==> src/rtl/mod_n_bcd_counter.sv <==
// mod_n_bcd_counter: multi-digit modulo-N up/down counter with synchronous
// parallel load, count enable and cascade carry/borrow.
// Optional build macro MOD_CNT_SAT_EN: saturate at the terminal state
// instead of wrapping around (load still overrides).
module mod_n_bcd_counter #(
  parameter int DIGITS  = 2,
  parameter int MODULUS = 10,
  localparam int DW     = $clog2(MODULUS)
) (
  input  logic                 clk,
  input  logic                 res_n,
  input  logic                 en,
  input  logic                 up_dn,
  input  logic                 load,
  input  logic [DIGITS*DW-1:0] d,
  output logic [DIGITS*DW-1:0] q,
  output logic                 tc,
  output logic                 co
);

  localparam int            QW      = DIGITS * DW;
  localparam logic [DW-1:0] DIG_MAX = DW'(MODULUS - 1);

  logic [QW-1:0] r_q;
  logic [QW-1:0] w_q_nxt;
  logic [QW-1:0] w_load_val;
  logic [QW-1:0] w_step_val;
  logic          w_all_max;
  logic          w_all_zero;
  logic          w_tc;
  logic          w_hold_sat;

  // A digit code outside 0..MODULUS-1 (only reachable via load data or upset)
  function automatic logic dig_illegal(input logic [DW-1:0] v);
    return (32'(v) >= MODULUS);
  endfunction

  // Load value with every out-of-range digit replaced by 0
  always_comb begin
    w_load_val = '0;
    for (int i = 0; i < DIGITS; i++) begin
      if (!dig_illegal(d[i*DW +: DW])) begin
        w_load_val[i*DW +: DW] = d[i*DW +: DW];
      end
    end
  end

  // Exact terminal-state detection over all digits
  always_comb begin
    w_all_max  = 1'b1;
    w_all_zero = 1'b1;
    for (int i = 0; i < DIGITS; i++) begin
      if (r_q[i*DW +: DW] != DIG_MAX) w_all_max = 1'b0;
      if (r_q[i*DW +: DW] != '0)      w_all_zero = 1'b0;
    end
  end

  // One up/down step: a digit moves only when every lower digit is terminal.
  // Illegal digit codes count as terminal so they wrap back into range.
  always_comb begin : p_step
    logic          w_prop;
    logic          w_term;
    logic [DW-1:0] w_dig;
    w_step_val = r_q;
    w_prop     = 1'b1;
    w_term     = 1'b0;
    w_dig      = '0;
    for (int i = 0; i < DIGITS; i++) begin
      w_dig = r_q[i*DW +: DW];
      if (up_dn) begin
        w_term = (w_dig >= DIG_MAX);
        if (w_prop) w_step_val[i*DW +: DW] = w_term ? '0 : w_dig + 1'b1;
      end else begin
        w_term = (w_dig == '0) || dig_illegal(w_dig);
        if (w_prop) w_step_val[i*DW +: DW] = w_term ? DIG_MAX : w_dig - 1'b1;
      end
      w_prop = w_prop & w_term;
    end
  end

  // Terminal count depends only on the held value and the current direction
  assign w_tc = up_dn ? w_all_max : w_all_zero;

`ifdef MOD_CNT_SAT_EN
  assign w_hold_sat = w_tc;
`else
  assign w_hold_sat = 1'b0;
`endif

  // Next-value select: load > enabled step > hold
  always_comb begin
    if (load) begin
      w_q_nxt = w_load_val;
    end else if (en && !w_hold_sat) begin
      w_q_nxt = w_step_val;
    end else begin
      w_q_nxt = r_q;
    end
  end

  // Count register, cleared asynchronously
  always_ff @(posedge clk or negedge res_n) begin
    if (!res_n) begin
      r_q <= '0;
    end else begin
      r_q <= w_q_nxt;
    end
  end

  assign q  = r_q;
  assign tc = w_tc;
  assign co = w_tc & en & ~load;

endmodule

==> config.mk <==
export PLATFORM = sky130hd
export DESIGN_NAME = mod_n_bcd_counter
export DESIGN_NICKNAME = d
export VERILOG_FILES = /design/src/rtl/mod_n_bcd_counter.sv
export SDC_FILE = /design/constraint.sdc
export NUM_CORES = 1
export LEC_CHECK = 0
export CAP_MARGIN = 15
export CORE_MARGIN = 2
export CORE_UTILIZATION = 52
export CTS_CLUSTER_DIAMETER = 200
export DETAILED_ROUTE_END_ITERATION = 8
export GPL_TIMING_DRIVEN = 0
export HOLD_SLACK_MARGIN = 0.03
export PLACE_DENSITY = 0.95
export SYNTH_ARGS = -nofsm -noshare
export SYNTH_HDL_FRONTEND = slang
export SYNTH_SLANG_ARGS = --single-unit
==> constraint.sdc <==
create_clock -name clk -period 4.75 [get_ports clk]
set_clock_uncertainty 0.15 [all_clocks]
set_input_delay 1.425 -clock clk [delete_from_list [all_inputs] [get_ports clk]]
set_output_delay 1.425 -clock clk [all_outputs]
set_load 0.02 [all_outputs]
==> results.cfg <==
[cells_and_area]
drive_gt1_frac = 0.09559
finalNetCount = 159
layout_common_cells = sky130_fd_sc_hd__clkdlybuf4s50_1, sky130_fd_sc_hd__o21ai_0, sky130_fd_sc_hd__inv_1
layout.cells.most_common = sky130_fd_sc_hd__clkdlybuf4s50_1
insertedDiodeCount = 0
final_cell_count_no_fill = 152
largest_register_ff_count = 8
areaGrowthSynthToFinish_pct = 29.92

[worst_setup_path]
ordered_cell_list_for_the_critical_path = clkdlybuf4s50_1, inv_1, nand2_1, nor4_1, dlygate4sd2_1
end_kind = output port
path_delay_family = buffers and inverters
required_ns = 3.17
cp_num_buf_inv = 3
startpoint = load
ws_path_type = primary input to output port
slowest_delay_ns = 0.51
crit_path_top_delay_cell = sky130_fd_sc_hd__clkdlybuf4s50_1
worstPathArrival_ns = 2.79
timing.rr.start = q[4]
type_of_element_launching_the_critical_path = primary input
worstPathMaxFanout = 6

[global_route]
overflow = 0
pin_count_of_the_biggest_net_entering_global_routing = 11
antenna_found_initial = 0
first_global_vias = 919
global_router_s_overall_resource_usage = 0.2479
global_route_wire_length_before_repair_mm = 3.753

[cts]
clock_latency_ns = 0.24
tritoncts = done
cts.sinks = 8
htreeDepth = 1
cts.hold.buffers_added = 0
post-cts-setup-buffer-count = 0
clk_path_buf_depth = 2
postCtsResizedCells = 4
cts.root.buffer_cell = sky130_fd_sc_hd__clkbuf_4
numCtsBuffers = 3
clkTransAtPathRegs_ns = 0.05

[place]
dp.cells = 149
gp_routability_congestion = 0.8401
dp_hpwl_mm = 1.831
placement.io_buffers = 22

[synthesis]
syn_area_um2 = 890.9
synth_enable_flop_cells = 0
synthesis.instances = 111
syn_avg_cell_area_um2 = 8.026
async_flop_share = 1.000
synth_cell_types = 45
syn_nets = 132
yosys_warnings = 0
ys_seq_area_frac = 0.2247
synth_seq_cells = 8
yosys_most_used_dff = sky130_fd_sc_hd__dfrtp_1

[floorplan]
rows = 14
die_height_um = 45.39
floorplan.die_area_um2 = 2060
io-pin-count = 23
chipWidth_um = 45.39
initial_core_utilization = 0.5714
core_region_area_um2 = 1559

[timing]
max_freq_ghz = 0.2291
final_critical_path_share_of_the_clock_period = 0.9190
finalSetupTns_ns = 0
fin_hold_ws_ns = 0.5273
grt_setup_unrepaired = false
fin_crit_ns = 4.365
setup-violations-final = 0
max_slew.worst_pin.slew_ns = 0.5756
timing.max_slew.rel_slack = 0.6156
report.final.hold_viol_count = 0
report.final.slew_viol_count = 0

[route]
route.detailed.drc = 0
ant_nets = 0
detailedRoute.firstIterationViolations = 49
detailroute.via_count = 996
detailedRoute.firstPassIterationCount = 4
post_drt_via_cell_ratio = 6.553
wire_per_inst_um = 15.14
drt-total-wl_mm = 2.302

[hold_path]
hold_wc_path_type = flop to flop
hold_startpoint = q[6]

[pwr]
ir_worst_vdd_uv = 238.5
power.share.combinational = 0.567
power.switching_fraction = 0.4282
share_clk_of_total_power = 0.133
seqPwrFrac = 0.299
power.net_switching_uw = 155.3
power_density_over_the_cells_nw_per_um2 = 313.4
p_int_uw = 207.4
p_leak_uw = 0.0004896

[job]
max_cap_violations = 0

[outcome]
status = finished, final reports clean
## Yosys cell counts, types with 2 or more instances
cell | count | area (µm²)
sky130_fd_sc_hd__nor2_1 | 7 | 26.28
sky130_fd_sc_hd__inv_1 | 9 | 33.78
sky130_fd_sc_hd__nand3_1 | 7 | 35.03
sky130_fd_sc_hd__a21oi_1 | 6 | 30.03
sky130_fd_sc_hd__a211oi_1 | 2 | 15.01
sky130_fd_sc_hd__nand3b_1 | 2 | 15.01
sky130_fd_sc_hd__dfrtp_1 | 8 | 200.2
sky130_fd_sc_hd__nand4_1 | 3 | 18.77
sky130_fd_sc_hd__clkbuf_1 | 2 | 7.510
sky130_fd_sc_hd__nor3_1 | 4 | 20.02
sky130_fd_sc_hd__o21bai_1 | 2 | 15.01
sky130_fd_sc_hd__o21ai_0 | 11 | 55.05
sky130_fd_sc_hd__a31oi_1 | 2 | 12.51
sky130_fd_sc_hd__nor2b_1 | 2 | 12.51
sky130_fd_sc_hd__or3b_2 | 2 | 17.52
sky130_fd_sc_hd__ha_1 | 8 | 100.1
sky130_fd_sc_hd__nand2_1 | 6 | 22.52
## power groups by stage
stage | clock (µW) | sequential, µW | combinational (µW)
global placement | 0 | 106 | 197
global route | 56.3 | 111 | 223
finish | 48.3 | 109 | 206
CTS | 50.6 | 107 | 203
detailed placement | 0 | 109 | 203
floorplan | 0 | 119 | 119
## stage by stage
step	area [µm²]	total power, µW	worst slack (ns)	util
6_report	1157	362.7	0.3848	0.7424
5_1_grt	1157	389.5	0.2879	0.7424
4_1_cts	1155	361.3	0.05728	0.7408
3_5_place_dp	1131	311.4	-0.3906	0.7255
3_3_place_gp	1131	303.4	-0.3447	0.7255
2_1_floorplan	890.9	238.1	0.5646	-
## final cells by class
| type | count | area [µm²] |
|---|---|---|
| fill | 119 | 401.6 |
| multi-input combinational | 90 | 633.1 |
| tap | 16 | 20.02 |
| sequential | 8 | 200.2 |
| inverter | 9 | 33.78 |
| buffer | 4 | 27.53 |
| timing repair buffer | 22 | 220.2 |
| clock buffer | 3 | 22.52 |
## worst register-to-register path, stage by stage, from the launching register on
cell and delay (ns):
sky130_fd_sc_hd__dfrtp_1 0.52, sky130_fd_sc_hd__inv_1 0.14, sky130_fd_sc_hd__ha_1 0.22, sky130_fd_sc_hd__or4b_4 0.48, sky130_fd_sc_hd__a21boi_4 0.16, sky130_fd_sc_hd__or3_1 0.36, sky130_fd_sc_hd__a21oi_1 0.17, sky130_fd_sc_hd__o22a_2 0.15
## metal layers
metal	track usage	part of all wire
met1	0.3308	0.42
met2	0.3718	0.48
met3	0.03175	0.079
met4	0.1647	0.022
met5	0	0
## logic make-up (layout without fill, tap and decap cells)
kind of cell | after synthesis | count (layout) | share of synthesized area
and+or+nand+nor | 42 | 42 | 0.2739
AOI/OAI and AO/OA | 37 | 37 | 0.2936
buffers and inverters | 13 | 38 | 0.06460
adders and majority gates | 8 | 8 | 0.1124
DFF | 8 | 8 | 0.2247
xor gates and xnor gates | 2 | 2 | 0.01967
muxes | 1 | 1 | 0.01124
## path summary, 6_finish.rpt
path                            endpoint  slack [ns]  cells past startpoint
worst max-delay path                  co        0.38                      5
worst min-delay path                q[6]        0.53                      2
worst min register to register      q[6]        0.53                      2
max in group asynchronous           q[1]        2.90                      1
min in group asynchronous           q[6]        1.30                      1
worst max register to register      q[6]        2.34                      7
Note: power is estimated with default switching activity, not from simulation.
==> RTL change: new RTL, same flow settings <==
`MODULUS`: 10 -> 5.
--- a/src/rtl/mod_n_bcd_counter.sv
+++ b/src/rtl/mod_n_bcd_counter.sv
@@ -6,3 +6,3 @@
   parameter int DIGITS  = 2,
-  parameter int MODULUS = 10,
+  parameter int MODULUS = 5,
   localparam int DW     = $clog2(MODULUS)
Interface: changed (resized d and q); port bits go from 23 to 19. The function was not compared with the original's and may differ.
==> RTL change against the original RTL <==
Global-route usage fell by 0.82 points. Critical path depth down 1. Synthesized cell count down 27%. Combinational power down 35%. Clock power fell by 8.5%. Routed wire length is 27% lower. Total power decreased by 31%. Area after synthesis fell by 21%. Design area shrank 21%. Via count shrank 30%. Sequential cell count down 2. Setup slack got worse by 0.21 ns. Count of clock-buffer cells in the layout is the same. Largest cell class unchanged.
==> RTL change: results (changes against the original RTL) <==
The flow ran to the end, and the final reports show no timing, DRC or antenna violations. The global placement routability congestion came out at 0.845 (+0.52%). The tightest min-delay check is of the reg -> reg type.

The run gives 186 µV (-22%) as the maximum vdd drop. The tools report the final hold slack as 0.528 ns (+0.000810 ns). The leakage power of the design was 0.377 nW (-23%). Actual slew at the worst max-slew pin: 0.338 ns (-0.238 ns). The number of cells upsized or downsized after cts was 0 (-4); the maximum fanout along the worst path was 8 (+2).

The initial DRC count is 37 (-24%), and the final net count is 122 (-23%). The overall fraction of global-route tracks in use was 24.0% (-0.82 points); the routed length per instance was 14.4 µm (-4.7%). The number of unique standard cell types used by synthesis came out at 37 (-18%). The post-detailed-route via-to-cell ratio works out to 6.03 (-7.9%). The tools report the net count after synthesis as 100 (-24%).

After synthesis, the most frequently instantiated cells are sky130_fd_sc_hd__nor2_1, sky130_fd_sc_hd__ha_1, sky130_fd_sc_hd__dfrtp_1. The number of fill cells in the layout is 112 (-5.9%). For the arrival time at the worst endpoint, the log shows 3.00 ns (+0.21 ns). The largest incremental delay on the critical path came out at 0.61 ns (+0.10 ns). The post-synthesis sequential area ratio is 21.5% (-1.0 points).

After synthesis, the cell types taking the most area are sky130_fd_sc_hd__dfrtp_1, sky130_fd_sc_hd__ha_1, sky130_fd_sc_hd__nor2_1. The total negative setup slack is 0 ns (unchanged), and the register-to-register setup slack is 2.56 ns (+0.22 ns). Predominant post-synthesis flop cell: sky130_fd_sc_hd__dfrtp_1. The half-perimeter wire length after placement was 1.31 mm (-28%).

The flip-flop count of the largest register, all copies and words added is 6 (-2). The port buffer count came out at 17 (-23%). The switching power of the nets was 96.8 µW (-38%); the share of cells above drive strength 1 was 14.9% (+5.3 points). The global-route wire length before repair is 2.56 mm (-32%), and the via count of the first global-routing pass is 584 (-36%).
==> RTL change: path summary, 6_finish.rpt <==
path / start / to / depth (start not counted)
worst max-delay path: en / co / 4
worst min-delay path: q[4]$_DFFE_PN0P_ / q[4]$_DFFE_PN0P_ / 2
min in group asynchronous: res_n / q[1]$_DFFE_PN0P_ / 1
worst min register to register: q[4]$_DFFE_PN0P_ / q[4]$_DFFE_PN0P_ / 2
max in group asynchronous: res_n / q[5]$_DFFE_PN0P_ / 1
worst max register to register: q[1]$_DFFE_PN0P_ / q[3]$_DFFE_PN0P_ / 6
==> RTL change: cell type report <==
class,count,area [µm²],area share [%]
Buffer,5,46.3,5.08
Clock buffer,3,22.5,2.47
Inverter,5,18.8,2.06
Multi-Input combinational cell,65,484,53.2
Sequential cell,6,150,16.5
Tap cell,15,18.8,2.06
Timing Repair Buffer,17,170,18.7
==> RTL change: power by group through the flow <==
stage | Combinational [mW] | Clock, mW | Sequential [mW]
3_3_place_gp | 0.128 | 0 | 0.0711
4_1_cts | 0.134 | 0.0474 | 0.0715
5_1_grt | 0.147 | 0.0507 | 0.0725
3_5_place_dp | 0.133 | 0 | 0.0722
2_1_floorplan | 0.0787 | 0 | 0.0793
6_report | 0.134 | 0.0442 | 0.0718
==> RTL change: layer usage <==
| layer | routed length (µm) | track usage, % |
|---|---|---|
| met5 | 0 | 0 |
| met4 | 27 | 13.3 |
| met3 | 102 | 4.35 |
| met2 | 821 | 37.3 |
| met1 | 722 | 31.1 |
==> RTL change: tightest hold or removal path, cell delays in order (launching register included) <==
cell and delay, ns:
sky130_fd_sc_hd__dfrtp_1 0.44, sky130_fd_sc_hd__a22oi_1 0.12, sky130_fd_sc_hd__o21ai_1 0.08
==> RTL change: logic make-up after synthesis <==
kind of cell	after synthesis	synth area share, %
and+or+nand+nor	36	31.3
adders and majority gates	8	14.3
muxes	1	1.43
DFF	6	21.5
AOI/OAI and AO/OA	20	22.2
buffers and inverters	10	9.30
==> RTL change: metrics by stage <==
step                      total power [mW]  area, µm²  instances  worst slack, ns
after floorplan                      0.158        699         81            0.590
after global placement               0.199        888        113            0.215
after detailed placement             0.205        888        113            0.172
after CTS                            0.253        911        116            0.170
after global routing                 0.270        911        116            0.103
final                                0.250        911        116            0.173
